$ cat src/rtl/half_adder_pkg.sv
// rtl/half_adder_pkg.sv - shared constants for the registered word-level half adder
package half_adder_pkg;

  localparam int HA_DEFAULT_WIDTH = 20;

endpackage

$ cat src/rtl/half_adder_cell.sv
// rtl/half_adder_cell.sv - single-bit combinational half-adder cell
module half_adder_cell (
  input  logic x,
  input  logic y,
  output logic s,
  output logic c
);

  assign s = x ^ y;
  assign c = x & y;

endmodule

$ cat src/rtl/half_adder.sv
// rtl/half_adder.sv - registered ripple-carry add of two unsigned words, no carry-in
module half_adder
  import half_adder_pkg::*;
#(
  parameter int WIDTH = HA_DEFAULT_WIDTH
) (
  input  logic             clk,
  input  logic             rst,
  input  logic             in_valid,
  input  logic [WIDTH-1:0] a,
  input  logic [WIDTH-1:0] b,
  output logic [WIDTH-1:0] out,
  output logic             cout,
  output logic             out_valid
);

  logic [WIDTH-1:0] sum;
  logic [WIDTH:1]   carry;

  // carry[i] is the carry into bit i; carry[WIDTH] is the word carry-out
  half_adder_cell u_bit0 (
    .x (a[0]),
    .y (b[0]),
    .s (sum[0]),
    .c (carry[1])
  );

  for (genvar i = 1; i < WIDTH; i++) begin : g_full_add
    logic s_lo;
    logic c_lo;
    logic c_hi;

    half_adder_cell u_lo (
      .x (a[i]),
      .y (b[i]),
      .s (s_lo),
      .c (c_lo)
    );

    half_adder_cell u_hi (
      .x (s_lo),
      .y (carry[i]),
      .s (sum[i]),
      .c (c_hi)
    );

    assign carry[i+1] = c_lo | c_hi;
  end

  // Result registers load only on in_valid so idle-cycle operand values never reach them
  always_ff @(posedge clk or posedge rst) begin
    if (rst) begin
      out       <= '0;
      cout      <= 1'b0;
      out_valid <= 1'b0;
    end else begin
      out_valid <= in_valid;
      if (in_valid) begin
        out  <= sum;
        cout <= carry[WIDTH];
      end
    end
  end

endmodule

$ cat config.mk
export PLATFORM = sky130hd
export DESIGN_NAME = half_adder
export DESIGN_NICKNAME = d
export VERILOG_FILES = /design/src/rtl/half_adder_pkg.sv /design/src/rtl/half_adder_cell.sv /design/src/rtl/half_adder.sv
export SDC_FILE = /design/constraint.sdc
export NUM_CORES = 1
export LEC_CHECK = 0
export CORE_UTILIZATION = 40
export CTS_CLUSTER_DIAMETER = 150
export DETAILED_ROUTE_END_ITERATION = 12
export GPL_TIMING_DRIVEN = 0
export PLACE_DENSITY = 0.86
export SLEW_MARGIN = 20
export SYNTH_ARGS = -nofsm -noshare
export SYNTH_HDL_FRONTEND = slang
export SYNTH_SLANG_ARGS = --single-unit
export TNS_END_PERCENT = 5
$ cat constraint.sdc
create_clock -name clk -period 0.9 [get_ports clk]
set_input_delay 0.09 -clock clk [delete_from_list [all_inputs] [get_ports clk]]
set_output_delay 0.09 -clock clk [all_outputs]
set_load 0.02 [all_outputs]
==> impl_metrics.ini, run 1 <==
[pwr]
ir_drop_mv = 0.737
leakagePower_uw = 0.000868
power.density_nw_per_um2 = 1620

[drt]
wl_met1_um = 1090
finalWirelength_um = 2680
drc_errors = 0
via_count = 800
detail_route.iter0.violations = 6
ant_nets = 0
topRoutingLayerUsed = met4
drtPass1Iterations = 2
viasPerCell = 4.40
wl_per_cell_um = 14.7
met3_length_um = 233
wl_met2_um = 1350

[logic_synthesis]
ys_ff_latch = 22
yosysWarningCount = 0
synth_nets = 134
syn_area_um2 = 1290
synthCells = 71
syn_area_per_cell_um2 = 18.2
ys_seq_area_frac = 0.427
synth_cell_types = 8

[clocking]
hold_buffers = 0
root_buffer = clkbuf_4
cts_buffers = 3
postCtsSetupRepairBufs = 0
clkSinkCount = 22
htree_levels = 1
clk_pin_slew_ps = 110
cts_tree = yes
clock_latency_ps = 300
clockBufferDepth = 2

[sta]
grt_setup_unrepaired = yes
slew_violations = 0
fin_crit_sh = 7.83
hold_viol_final = 0
finalCriticalPeriod_ps = 7050
worst_pin_slew_ps = 465
setup_viol = 41
whs_ps = 129
postLayoutSetupSlackWorst_ps = -6150
skew_ps = 0
slew-limit-headroom = 0.690
fmaxAchievable_ghz = 0.142

[cells_and_area]
drive_gt1_frac = 0.514
final_cell_mix = clkdlybuf4s50_1, dfrtp_1, buf_2, fa_2, mux2_4
finish.instance_area_um2 = 1980
syn2layout_area_growth_pct = 53.2
mostFrequentLayoutCell = clkdlybuf4s50_1
nNetsFinal = 203
final_util = 0.648
antenna_cells = 0

[place]
placed_cell_area_um2 = 2030
place.gp.congestion = 0.638
portBuffers = 64
dp_slack_ps = -6950
dpl.hpwl_um = 2200

[floorplan]
pin_count = 65
core-area_um2 = 3050
initial_core_util = 0.423
row_count = 20
die_h_um = 58.8
die_width_um = 58.8
design.die.area_um2 = 3460

[run_status]
violations = negative setup slack
status = complete, but fails checks

[critical_path]
r2r-end = out[10]
crit_buf_inv = 2
crit_chain = buf_6 -> ha_4 -> fa_2 -> fa_2 -> fa_2 -> fa_2 -> fa_2 -> fa_2 -> fa_2 -> fa_2 -> fa_2 -> fa_2 -> fa_2 -> fa_2 -> fa_2 -> fa_2 -> fa_2 -> fa_2 -> fa_2 -> fa_2 -> inv_2 -> fa_2 -> mux2i_1
critPathMaxStageDelay_ps = 420
r2r-start = out[10]
crit_family = adder cells
crit_required_ps = 1130
critPathSlowestCell = fa_2
cp_max_fo = 1
worstSetupPathType = in2reg
worstSetupStartpointType = input pin
reg2reg_depth = 1
critical_path.most_common_cell = fa_2
endpoint_kind = register
cp.arrival_ps = 7280
r2r_slack_ps = 100

[global_route]
grt_pass1_wl_um = 4400
grt_max_degree = 23
grt_usage = 0.179
grt_pass1_vias = 938
gr-total-overflow = 0
antenna_found_initial = 0

[min_path]
min_to = out[0]
hp-class = in2reg
hold_path_depth = 3
hp-start = b[0]

[job]
cap_violations = 0
## routing by layer
layer  vias up  GRT usage
met5         -          0
met4         0     0.0612
met3         2     0.0440
met2        49      0.304
met1       384      0.225
li1        365          -
## stage by stage
step | total power [µW] | TNS [ps] | std cells
final | 3200 | -65240 | 182
after global routing | 3400 | -67520 | 182
after CTS | 3200 | -65840 | 182
after detailed placement | 2980 | -87230 | 179
after global placement | 2920 | -85610 | 179
after floorplan | 2160 | -66670 | 71
## worst min-delay path: stages
cell	delay (ps)
buf_6	70
ha_4	110
mux2_4	130
## sequential cells by signal, indices dropped and copies added (netlist names)
| signal | cells |
|---|---|
| out | 20 |
| cout | 1 |
| out_valid | 1 |
## timing repair
| item | in CTS | in global routing |
|---|---|---|
| hold endpoints to repair | 0 | 0 |
| resized for setup | 108 | 7 |
| setup endpoints to repair | 43 | 63 |
## where the power goes
part           switching [µW]  leakage, µW  internal (µW)
clock network             268    0.0000138            156
registers                 128     0.000257           1210
logic                     663     0.000597            769
## layout make-up
type,instances,area (µm²)
buffer,2,22.5
clock buffer,3,22.5
fill,246,1080
inverter,6,26.3
multi-input combinational,41,754
sequential,22,551
tap,44,55.1
timing repair buffer,64,546
## synth_stat cells
library cell,instances,area (µm²)
buf_6,2,22.5
dfrtp_1,22,551
fa_1,19,380
ha_1,1,12.5
inv_1,6,22.5
mux2_2,1,11.3
mux2_4,18,270
mux2i_1,2,20.0
## cells by family after synthesis
kind of cell / count (synthesis) / synth area share
adder cells (fa/ha/maj): 20 / 0.305
flip-flops: 22 / 0.427
multiplexers: 21 / 0.234
buffers and inverters: 8 / 0.0349
## worst max path at each step
stage / depth (start not counted) / start / end / slack (ps)
floorplan: 22 / a[0] / out[19] / -6150
global placement: 23 / a[0] / out[19] / -6750
detailed placement: 23 / a[0] / out[19] / -6950
CTS: 23 / a[0] / out[19] / -6190
global route: 23 / a[0] / out[19] / -6290
finish: 23 / a[0] / out[19] / -6150
Power figures use the tool's default switching activity.
==> inputs of run 2 (changes only) <==
GPL_TIMING_DRIVEN = not set   (was 0)
==> run 2 against run 1 <==
The run still ends with negative setup slack left. Maximum frequency increased by 1.1%. Count of clock-buffer cells in the layout increased by 1. Sequential cell count unchanged. Sequential share of layout area decreased by 0.87 points. Clock skew unchanged. Register-to-register slack got worse by 90 ps. Worst setup slack improved by 77 ps. Wire length decreased by 0.19%. Critical endpoint unchanged. Highest routed layer unchanged.
==> impl_metrics.ini, run 2 (synthesized netlist as in run 1, its figures left out) <==
[cells_and_area]
finish.instance_area_um2 = 2040
syn2layout_area_growth_pct = 58.2
nNetsFinal = 209
reg.largest.list = out: 20 flops, cout: 1 flops, out_valid: 1 flops
largest_reg_flops = 20
final_cell_mix = clkdlybuf4s50_1, dfrtp_1, buf_2, mux2_4, fa_2
antenna_cells = 0
drive_gt1_frac = 0.524
mostFrequentLayoutCell = clkdlybuf4s50_1
regMostFlops = out

[critical_path]
worstSetupPathType = in2reg
crit_chain = buf_6 -> ha_4 -> fa_2 -> fa_2 -> fa_2 -> fa_2 -> fa_2 -> fa_2 -> fa_2 -> fa_2 -> fa_2 -> fa_2 -> fa_2 -> fa_2 -> fa_2 -> fa_2 -> fa_2 -> fa_2 -> fa_2 -> fa_2 -> inv_2 -> fa_1 -> mux2i_1
critPathMaxStageDelay_ps = 400
crit_required_ps = 1130
cp_max_fo = 1
critPathSlowestCell = fa_1
r2r-start = out[0]
r2r_slack_ps = 10
cp.arrival_ps = 7210
endpoint_kind = register
critical_path.most_common_cell = fa_2
crit_start = a[0]
worstSetupStartpointType = input pin

[drt]
detail_route.iter0.violations = 14
wl_per_cell_um = 14.2
drc_errors = 0
via_count = 844
finalWirelength_um = 2680
viasPerCell = 4.47
drtPass1Iterations = 2
ant_nets = 0

[run_status]
status = complete, but fails checks
violations = negative setup slack

[place]
place.gp.congestion = 0.670
dpl.hpwl_um = 2110
portBuffers = 64
placed_cell_area_um2 = 2090
dp_slack_ps = -6880

[clocking]
clock_latency_ps = 300
cts_tree = yes
htree_levels = 1
clockBufferDepth = 2
root_buffer = clkbuf_4
clk_pin_slew_ps = 130
clkSinkCount = 22
cts_buffers = 3

[job]
cap_violations = 0

[floorplan]
row_count = 20
initial_core_util = 0.423
pin_count = 65
design.die.area_um2 = 3460
core-area_um2 = 3050
die_width_um = 58.8
die_h_um = 58.8

[sta]
fmaxAchievable_ghz = 0.143
setup_viol = 41
hold_viol_final = 0
postLayoutSetupSlackWorst_ps = -6070
worst_pin_slew_ps = 170
finalCriticalPeriod_ps = 6970
fin_setup_tns_ps = -64650
slew-limit-headroom = 0.886
fin_crit_sh = 7.75
skew_ps = 0
whs_ps = 97.5
grt_setup_unrepaired = yes
slew_violations = 0

[pwr]
power_uw = 3400
power.density_nw_per_um2 = 1670
ir_drop_mv = 0.821
leakagePower_uw = 0.000915

[global_route]
grt_max_degree = 23
grt_pass1_vias = 987
grt_usage = 0.172
antenna_found_initial = 0
gr-total-overflow = 0
grt_pass1_wl_um = 4440

[min_path]
hp-class = in2async
[run 2: cell count changes in the layout (fill, tap and decap cells not counted), sizes merged]
cell	delta
buf	+6
clkbuf	+1
inv	+1
clkinvlp	-1
[run 2: per-stage QoR]
step	utilization	cells
floorplan	-	71
global placement	0.685	185
detailed placement	0.685	185
CTS	0.666	189
global route	0.668	189
finish	0.668	189
[run 2: layout make-up]
type	count	area (µm²)
Fill cell	236	1010
Tap cell	44	55.1
Timing Repair Buffer	72	624
Multi-Input combinational cell	41	752
Inverter	6	22.5
Sequential cell	22	551
Clock buffer	4	36.3
[run 2: per-layer routing]
metal,part of all wire,global-route usage,vias to the layer above
li1,-,-,380
met1,0.41,0.227,413
met2,0.49,0.287,49
met3,0.093,0.0418,2
met4,0.0045,0.0408,0
met5,0,0,-
[run 2: final timing paths]
kind | depth (start not counted) | endpoint
max | 23 | out[19]
min | 3 | out[14]
max reg2reg | 2 | out[0]
min reg2reg | 1 | out[4]
max in group asynchronous | 3 | out[4]
min in group clk | 3 | out[0]
[run 2: critical path: cells and delay by family]
family / cells / cell delay [ps]
adders and majority gates: 20 / 6820
muxes: 1 / 140
buffers and inverters: 2 / 160
[run 2: power by group]
part	total (µW)	internal, µW	switching (µW)
Combinational	1510	837	677
Sequential	1340	1210	124
Clock	549	246	303
[run 2: repair_timing]
item	4_1_cts	5_1_grt
gates resized for setup	109	2
buffers inserted	0	0
setup endpoints to repair	43	42
hold buffers	0	0
